## config.mk

```make
export PLATFORM = sky130hd
export DESIGN_NAME = responder_stage4_sched
export DESIGN_NICKNAME = d
export VERILOG_FILES = /design/src/rtl/responder_stage4_sched.sv
export SDC_FILE = /design/constraint.sdc
export NUM_CORES = 1
export LEC_CHECK = 0
export ABC_AREA = 1
export CORE_ASPECT_RATIO = 1.25
export CORE_MARGIN = 3
export CORE_UTILIZATION = 52
export CTS_BUF_LIST = sky130_fd_sc_hd__clkbuf_8 sky130_fd_sc_hd__clkbuf_16
export DETAILED_ROUTE_END_ITERATION = 12
export PLACE_DENSITY = 0.89
export SETUP_SLACK_MARGIN = 0.1
export SLEW_MARGIN = 40
export SYNTH_ARGS = -nofsm -noshare
export SYNTH_HDL_FRONTEND = slang
export SYNTH_SLANG_ARGS = --single-unit
export TNS_END_PERCENT = 5
```

## constraint.sdc

```tcl
create_clock -name clk -period 3.35 [get_ports clk]
set_input_delay 0.67 -clock clk [delete_from_list [all_inputs] [get_ports clk]]
set_output_delay 0.67 -clock clk [all_outputs]
set_load 0.01 [all_outputs]
```

## src/rtl/responder_stage4_sched.sv

```systemverilog
// responder_stage4_sched: stage-4 responder scheduler.
// Arbitrates round-robin across NUM_CH header/data queue pairs. Each granted
// packet is either forwarded (header beat, then data beats) to the output mux
// or, for no-process headers, its data is drained silently. Notification
// locks and non-posted backpressure gate the start of new packets only.
// Ports:
//   clk, res_n                      clock, async active-low reset
//   hdr_valid/noprocess/np/len      per-channel header queue heads
//   hdr_take                        one-hot header pop
//   data_valid / data_take          per-channel data queue head / one-hot pop
//   np_stop, np_afull               block starting non-posted packets
//   noti_cond                       notification pending, block new packets
//   out_ready / out_valid/sop/eop   output beat handshake and framing
//   out_qw_cnt, out_sel             valid QW in data beat, output mux select
//   state_lock/get/data/drain       one-hot state flags (all 0 in IDLE)
module responder_stage4_sched #(
    parameter int unsigned NUM_CH = 2,
    parameter int unsigned DATA_W = 128,
    parameter int unsigned LEN_W  = 5,
    localparam int unsigned CH_W  = (NUM_CH > 1) ? $clog2(NUM_CH) : 1,
    localparam int unsigned QPB   = DATA_W / 64,
    localparam int unsigned QW_W  = $clog2(QPB) + 1
) (
    input  logic                    clk,
    input  logic                    res_n,
    input  logic [NUM_CH-1:0]       hdr_valid,
    input  logic [NUM_CH-1:0]       hdr_noprocess,
    input  logic [NUM_CH-1:0]       hdr_np,
    input  logic [NUM_CH*LEN_W-1:0] hdr_len,
    output logic [NUM_CH-1:0]       hdr_take,
    input  logic [NUM_CH-1:0]       data_valid,
    output logic [NUM_CH-1:0]       data_take,
    input  logic                    np_stop,
    input  logic                    np_afull,
    input  logic                    noti_cond,
    input  logic                    out_ready,
    output logic                    out_valid,
    output logic                    out_sop,
    output logic                    out_eop,
    output logic [QW_W-1:0]         out_qw_cnt,
    output logic [CH_W-1:0]         out_sel,
    output logic                    state_lock,
    output logic                    state_get,
    output logic                    state_data,
    output logic                    state_drain
);

    localparam int unsigned CNT_W = LEN_W + 1;

    typedef enum logic [2:0] {
        S_IDLE,
        S_LOCK,
        S_GET,
        S_DATA,
        S_DRAIN
    } state_t;

    state_t            r_state, w_state_nx;
    logic [CH_W-1:0]   r_ptr, w_ptr_nx;
    logic [CH_W-1:0]   r_ch, w_ch_nx;
    logic              r_noproc, w_noproc_nx;
    logic              r_len_nz, w_len_nz_nx;
    logic [CNT_W-1:0]  r_cnt, w_cnt_nx;
    logic [QW_W-1:0]   r_last_qw, w_last_qw_nx;
    logic              r_lock_seen, w_lock_seen_nx;

    logic              w_hdr_pop;
    logic [NUM_CH-1:0] w_pop_mask;
    logic [NUM_CH-1:0] w_elig;
    logic              w_gnt_ok;
    logic [CH_W-1:0]   w_gnt;
    logic [LEN_W-1:0]  w_gnt_len;
    logic [CNT_W-1:0]  w_gnt_beats;
    logic [QW_W-1:0]   w_gnt_qw;
    logic [NUM_CH-1:0] w_ch_onehot;
    logic              w_last;
    logic              w_eop_dec;
    logic              w_start;

    // A header being popped this cycle is still visible on hdr_valid; keep it
    // out of arbitration so a back-to-back grant never re-serves it.
    assign w_hdr_pop   = (r_state == S_GET) && (r_noproc || out_ready);
    assign w_pop_mask  = NUM_CH'(w_hdr_pop) << r_ch;
    assign w_elig      = hdr_valid & ~(hdr_np & {NUM_CH{np_stop | np_afull}}) & ~w_pop_mask;
    assign w_ch_onehot = NUM_CH'(1) << r_ch;
    assign w_last      = (r_cnt == CNT_W'(1));

    // Round-robin: first eligible channel at or after r_ptr, with wrap.
    always_comb begin
        int unsigned idx;
        int unsigned len_i;
        idx      = 0;
        len_i    = 0;
        w_gnt_ok = 1'b0;
        w_gnt    = '0;
        for (int k = NUM_CH - 1; k >= 0; k--) begin
            idx = (int'(r_ptr) + k) % NUM_CH;
            if (w_elig[idx]) begin
                w_gnt_ok = 1'b1;
                w_gnt    = CH_W'(idx);
            end
        end
        w_gnt_len   = hdr_len[int'(w_gnt)*LEN_W +: LEN_W];
        len_i       = int'(w_gnt_len);
        w_gnt_beats = CNT_W'((len_i + QPB - 1) / QPB);
        w_gnt_qw    = ((len_i % QPB) == 0) ? QW_W'(QPB) : QW_W'(len_i % QPB);
    end

    // State register.
    always_ff @(posedge clk or negedge res_n) begin
        if (!res_n) begin
            r_state     <= S_IDLE;
            r_ptr       <= '0;
            r_ch        <= '0;
            r_noproc    <= 1'b0;
            r_len_nz    <= 1'b0;
            r_cnt       <= '0;
            r_last_qw   <= '0;
            r_lock_seen <= 1'b0;
        end else begin
            r_state     <= w_state_nx;
            r_ptr       <= w_ptr_nx;
            r_ch        <= w_ch_nx;
            r_noproc    <= w_noproc_nx;
            r_len_nz    <= w_len_nz_nx;
            r_cnt       <= w_cnt_nx;
            r_last_qw   <= w_last_qw_nx;
            r_lock_seen <= w_lock_seen_nx;
        end
    end

    // Next-state and output decode.
    always_comb begin
        w_state_nx     = r_state;
        w_ptr_nx       = r_ptr;
        w_ch_nx        = r_ch;
        w_noproc_nx    = r_noproc;
        w_len_nz_nx    = r_len_nz;
        w_cnt_nx       = r_cnt;
        w_last_qw_nx   = r_last_qw;
        w_lock_seen_nx = r_lock_seen;
        hdr_take       = '0;
        data_take      = '0;
        out_valid      = 1'b0;
        out_sop        = 1'b0;
        out_eop        = 1'b0;
        out_qw_cnt     = '0;
        out_sel        = '0;
        w_eop_dec      = 1'b0;
        w_start        = 1'b0;

        case (r_state)
            S_LOCK: begin
                w_lock_seen_nx = 1'b1;
                if (r_lock_seen && !noti_cond) w_state_nx = S_IDLE;
            end
            S_GET: begin
                out_sel = r_ch;
                if (r_noproc) begin
                    hdr_take = w_ch_onehot;
                    if (r_len_nz) w_state_nx = S_DRAIN;
                    else          w_eop_dec  = 1'b1;
                end else begin
                    out_valid = 1'b1;
                    out_sop   = 1'b1;
                    out_eop   = !r_len_nz;
                    if (out_ready) begin
                        hdr_take = w_ch_onehot;
                        if (r_len_nz) w_state_nx = S_DATA;
                        else          w_eop_dec  = 1'b1;
                    end
                end
            end
            S_DATA: begin
                out_sel   = r_ch;
                out_valid = data_valid[r_ch];
                if (out_valid) begin
                    out_eop    = w_last;
                    out_qw_cnt = w_last ? r_last_qw : QW_W'(QPB);
                    if (out_ready) begin
                        data_take = w_ch_onehot;
                        w_cnt_nx  = r_cnt - CNT_W'(1);
                        w_eop_dec = w_last;
                    end
                end
            end
            S_DRAIN: begin
                if (data_valid[r_ch]) begin
                    data_take = w_ch_onehot;
                    w_cnt_nx  = r_cnt - CNT_W'(1);
                    w_eop_dec = w_last;
                end
            end
            default: ;
        endcase

        // Start decision shared by IDLE and end of packet (no idle bubble).
        if (r_state == S_IDLE || w_eop_dec) begin
            if (noti_cond) begin
                w_state_nx     = S_LOCK;
                w_lock_seen_nx = 1'b0;
            end else if (w_gnt_ok) begin
                w_start = 1'b1;
            end else begin
                w_state_nx = S_IDLE;
            end
        end

        if (w_start) begin
            w_state_nx   = S_GET;
            w_ch_nx      = w_gnt;
            w_ptr_nx     = (int'(w_gnt) == NUM_CH - 1) ? CH_W'(0) : w_gnt + CH_W'(1);
            w_noproc_nx  = hdr_noprocess[w_gnt];
            w_len_nz_nx  = |w_gnt_len;
            w_cnt_nx     = w_gnt_beats;
            w_last_qw_nx = w_gnt_qw;
        end
    end

    assign state_lock  = (r_state == S_LOCK);
    assign state_get   = (r_state == S_GET);
    assign state_data  = (r_state == S_DATA);
    assign state_drain = (r_state == S_DRAIN);

endmodule

```

==> summary.md, run 1 <==
| Metric | Value |
|---|---|
| Outcome | `finished, final reports clean` |
| Final setup fails | `0` |
| Vias | `~1300` |
| Post-route insts no fill | `between 200 and 300` |
| Asr flop ratio synth | `1.000` |
| Layout cells sized above 1 | `0.1545` |
| Worst Path Max Fanout | `3` |
| Combinational power share | `0.545` |
| CTS tree | `built` |
| Resize count post-CTS | `0` |
| Crit end category | `output port` |
| Pleak | `0.8687 nW` |
| Hold Path Class | `reg2reg` |
| Worst R2R Path Depth | `16` |
| Tcrit/Tclk final | `0.8704` |
| Initial Utilization | `0.5525` |
| DRC viols | `0` |
| # IOs | `38` |
| Register area share after synthesis | `0.2925` |
| Wirelength, routed | `2850 um` |
| Largest net degree at the start of global routing | `17` |
| Clock slew at the register clock pins of the worst setup and hold paths | `60 ps` |
| Chip Height | `between 60 and 70 um` |
| Max_slew headroom | `0.5072` |
| Fin util | `0.7247` |
| Vias per std cell | `5.150` |
| Hold_buf cts | `0` |
| Placed insts | `250` |
| Iteration-0 DRC Markers | `41` |
| Kind of critical path | `in2out` |
| Int Pwr | `0.0006179 W` |
| Synth Flop Type | `dfrtp_1` |
| CTS max path bufs | `2` |
| CTS Buf Count | `3` |
| GRT Residual Overflow | `0` |
| GP Congestion | `0.9158` |
| Clock share of power | `0.128` |
| Critical Path RT | `2680 ps` |
| Die Area | `0.003288 sq mm` |
| HPWL after detailed placement | `2320 um` |
| Worst EP arrival | `2250 ps` |
| Initial antenna violation count | `0` |
| Clk_lat worst skew | `250 ps` |
| Unrepaired setup endpoints after global routing | `false` |
| Fin Clk Skew | `approximately 3.2 ps` |
| Setup TNS | `0 ps` |
| Die W | `~52 um` |
| FILL cells | `193` |
| Worst path depth | `7` |
| Setup Fix Bufs, Post-CTS | `0` |
| CP peak stage delay | `550 ps` |
| Worst vdd ir | `0.3401 mV` |
| Final slew viol count | `0` |
| GRT Total Usage | `0.2029` |
| CTS root buf | `clkbuf_8` |
| Cell Area, Synth | `0.001369 sq mm` |
| Most frequent cell on the critical path | `clkdlybuf4s50_1` |
| Slowest-stage cell, CP | `clkdlybuf4s50_1` |
| #FFs+latches synth | `16` |
| Final hold viol count | `0` |
| Switching power | `0.0004818 W` |
| # port buffers | `37` |
| Storage cell area | `400.4 sq um` |
| Row count | `20` |
| Vias in the first global route | `1251` |
| Syn_nets | `210` |
| Maximum clock rate | `343.0 MHz` |
| Commonest non-fill, non-tap cells in the layout | `clkdlybuf4s50_1, nand2_1, inv_1, nor2_1, dfrtp_1` |
| Final worst slack | `about 430 ps` |
| Most common cell after layout, fill and taps aside | `clkdlybuf4s50_1` |
| N_diodes | `0` |
| Power share of the sequential group | `0.327` |
| Overall Power | `0.001100 W` |
| Synth warnings | `0` |
| Fin nets | `250` |
| Switch share | `0.4381` |
| Multi-input logic area | `802.0 sq um` |
| Avg Cell Area, Syn | `approximately 7.5 sq um` |
| Post-synthesis cell type count | `37` |
| DRT Pass-1 Iters | `4` |
| Delay-heaviest family, CP | `buffers and inverters` |
| Critical path launch point type | `primary input` |
| Area grow syn2layout | `31.17%` |
| Worst hold path cell count | `1` |
| Min Tclk post-route | `2916 ps` |
| First-pass GRT wire length | `5209 um` |
| Post-route ant nets | `0` |
| Clock Sinks | `16` |
| Synth Instances | `182` |
| Crit-path cells | `clkdlybuf4s50_1 -> nand2_1 -> and2_4 -> nor2_4 -> nand2_4 -> o22ai_1 -> clkdlybuf4s50_1` |
| EDFF count, synth | `0` |
| Dpl ws | `435.1 ps` |
| Wire per inst | `11.26 um` |
| Htree depth | `1` |
| Worst Path Buf+Inv | `2` |
| Core Area | `between 0.002 and 0.0025 sq mm` |
| Max-Cap Viols | `0` |
| PwrDens | `612.5 mW/mm^2` |
| Worst-margin pin slew | `736.9 ps` |
[synthesized netlist by cell type, types with 5 or more instances]
cell type | n | area, sq um
nand2_1 | 33 | 123.9
nand2_4 | 5 | 56.30
nor2_1 | 19 | 71.32
inv_1 | 30 | 112.6
a21oi_1 | 5 | 25.02
dfrtp_1 | 16 | 400.4
nand3_1 | 9 | 45.04
o21ai_1 | 8 | 40.04
[power groups by stage]
| stage | Clock [W] | Sequential, W | Combinational [W] |
|---|---|---|---|
| after floorplan | 0 | 0.000340 | 0.000442 |
| after global placement | 0 | 0.000356 | 0.000579 |
| after detailed placement | 0 | 0.000361 | 0.000598 |
| after CTS | 0.000143 | 0.000357 | 0.000603 |
| after global routing | 0.000153 | 0.000373 | 0.000675 |
| final | 0.000141 | 0.000359 | 0.000599 |
[metal layers]
metal | track usage | wire length [um]
met5 | 0 | 0
met4 | 0.08197 | 47
met3 | 0.02364 | 159
met2 | 0.3475 | 1482
met1 | 0.2504 | 1160
[cell families (layout without fill, tap and decap cells)]
group / Yosys count / in the layout / share of synthesized area
AO/OA/AOI/OAI: 31 / 31 / 0.1563
buffers and inverters: 38 / 76 / 0.1216
adder cells (fa/ha/maj): 4 / 4 / 0.03656
XOR/XNOR: 4 / 4 / 0.02560
AND/OR/NAND/NOR: 89 / 89 / 0.3675
flip-flops: 16 / 16 / 0.2925
[through the flow]
step | instance area (sq um) | hold slack, ps
3_5_place_dp | 1754 | 480.5
6_report | 1795 | 491.0
5_1_grt | 1795 | 512.3
2_1_floorplan | 1369 | 374.4
4_1_cts | 1795 | 494.2
3_3_place_gp | 1754 | 473.1
[worst register-to-register path, stage by stage, from the launching register on]
cell and delay (ps):
dfrtp_1 410, inv_1 170, nand3_2 190, inv_2 140
nand2_4 70, nand3_4 80, nand2_4 100, inv_2 90
nand2_2 60, nand2_4 80, ha_1 200, inv_1 60
nor2_2 120, nand3_1 80, nand2_1 90, nand2_2 60
a21oi_2 100
[flip-flops by register name (all words and copies together), names as in the netlist]
register and count:
r_ptr 1, r_last_qw 2, r_noproc 1, r_cnt 6, r_len_nz 1, r_lock_seen 1, r_state 3, r_ch 1
[cell type report]
type / instances / share of cell area
tap: 33 / 0.02300
inverter: 36 / 0.07805
clock buffer: 3 / 0.02300
multi-input combinational: 128 / 0.4467
sequential: 16 / 0.2230
timing repair buffer: 37 / 0.2063
[path summary, 6_finish.rpt]
path | start | end | slack, ps
hold reg to reg | r_last_qw[1]$_DFFE_PN0P_ | r_last_qw[1]$_DFFE_PN0P_ | 490
hold / removal | r_last_qw[1]$_DFFE_PN0P_ | r_last_qw[1]$_DFFE_PN0P_ | 490
setup / recovery | data_valid[1] | data_take[1] | 430
setup reg to reg | r_state[2]$_DFF_PN0_ | r_cnt[3]$_DFFE_PN0P_ | 1180
max in group asynchronous | res_n | r_cnt[4]$_DFFE_PN0P_ | 2020
min in group asynchronous | res_n | r_cnt[2]$_DFFE_PN0P_ | 860
Power figures use the tool's default switching activity.
==> run 2: changes to the inputs <==
- CTS_CLUSTER_DIAMETER: not set -> 50
==> results of run 2 <==
Final layout, timing and power as in run 1 (identical DEF).
==> variant, RTL diff (config.mk and constraints of run 2) <==
Re-encode `state_t` (5 states) as Gray code, 3 bits wide.
--- a/src/rtl/responder_stage4_sched.sv
+++ b/src/rtl/responder_stage4_sched.sv
@@ -48,11 +48,11 @@
     localparam int unsigned CNT_W = LEN_W + 1;
 
     typedef enum logic [2:0] {
-        S_IDLE,
-        S_LOCK,
-        S_GET,
-        S_DATA,
-        S_DRAIN
+        S_IDLE  = 3'b000,
+        S_LOCK  = 3'b001,
+        S_GET   = 3'b011,
+        S_DATA  = 3'b010,
+        S_DRAIN = 3'b110
     } state_t;
 
     state_t            r_state, w_state_nx;
Formal check against the unedited RTL: no difference found for any inputs over 4 cycles, from zero or initial values; so few cycles prove little.
==> variant against run 2 <==
Die area down 2.1%. Hold slack worse by 0.0058 ns. Count of clock-buffer cells in the layout up 1. Area after synthesis down 2.4%. Cell area down 0.35%. Synthesized cell count up 3.8%. Sequential cell count unchanged. Power up 15%. Global-route usage up 2.6 points. Register-to-register slack better by 0.10 ns. Setup slack worse by 0.012 ns. Via count up 5.7%. Routed wire length up 18%.
==> variant: results (changes against run 2) <==
- Post-Synth Adder-Cell Area: 0.0375 (+0.000890)
- Worst min-delay path endpoint: r_cnt[1]
- Synthesized-area fraction occupied by ao, oa, aoi and oai cells: 0.108 (-0.0486)
- Vias in the first global route: 1377 (+10%)
- Hold Crit Depth: 2 (+1)
- Met3 wire len: 179 microns (+13%)
- Tot GR Track Use: 0.229 (+0.0263)
- Max-slew headroom: 0.510 (+0.00233)
- Layout cells sized above 1: 0.122 (-0.0323)
- GR Layer Usage met1: 0.251 (+0.000376)
- Lkg Pwr: 0.854 nW (-1.7%)
- Worst hold path startpoint: r_cnt[1]
- Global-route wire length before repair: 5760 microns (+11%)
- Met2 Resource Use GR: 0.408 (+0.0606)
- Routability cong.: 0.850 (-7.2%)
- FF-to-FF Start: r_noproc
- Mapped Avg Cell Area: 7.07 sq um (-6.0%)
- Crit Path Max Fanout: 2 (-1)
- Final WL: 3380 microns (+18%)
- Synth cell types: 30 (-19%)
- Ranking of synthesized cells by area: dfrtp_1, nand2_1, inv_1
- Vias per cell: 5.30 (+2.8%)
- Place WS: 0.427 ns (-0.00864 ns)
- Synth Net Count: 217 (+3.3%)
- R2R depth: 12 (-4)
- Maximum vdd drop: 0.403 mV (+18%)
- Met3 GRT Util: 0.0310 (+0.00739)
- Placed cell count: 256 (+2.4%)
- Fin cells: 260 (+2.8%)
- M1 WL: 1300 microns (+12%)
- Worst hold margin: 0.485 ns (-0.00584 ns)
- Beginning of the critical path: data_valid[0]
- Skew final: 0.00100 ns (-0.00223 ns)
- Met2 WL: 1800 microns (+21%)
- Register area share after synthesis: 0.300 (+0.00712)
- Setup crit end: out_qw_cnt[1]
- Run status: finished, final reports clean
## variant: changes by cell type after synthesis, moves of 2 or more
cell,run 2,this run
nand3_1,9,19
nand3b_1,1,4
o21a_1,3,1
xor2_1,2,5
xnor2_1,2,0
nand2_2,4,6
o21ai_4,2,0
o22ai_1,2,0
o21bai_1,0,2
nor2_1,19,21
nand2_4,5,1
nand2_1,33,37
o31ai_1,2,0
## variant: where the power goes
part,internal [mW],switching [mW],total (mW)
logic,0.299,0.422,0.721
clock network,0.104,0.0693,0.174
registers,0.289,0.0828,0.371
total,0.692,0.574,1.27
## variant: critical path, stage by stage
cell	delay (ns)
clkdlybuf4s50_1	0.45
inv_1	0.05
o21a_1	0.20
inv_1	0.10
nand2_1	0.08
a21oi_1	0.15
clkdlybuf4s50_1	0.56
## variant: layout make-up
class,instances,area [sq um]
Clock buffer,4,55.1
Timing Repair Buffer,37,370
Tap cell,31,38.8
Fill cell,185,541
Sequential cell,16,400
Multi-Input combinational cell,137,793
Inverter,35,131
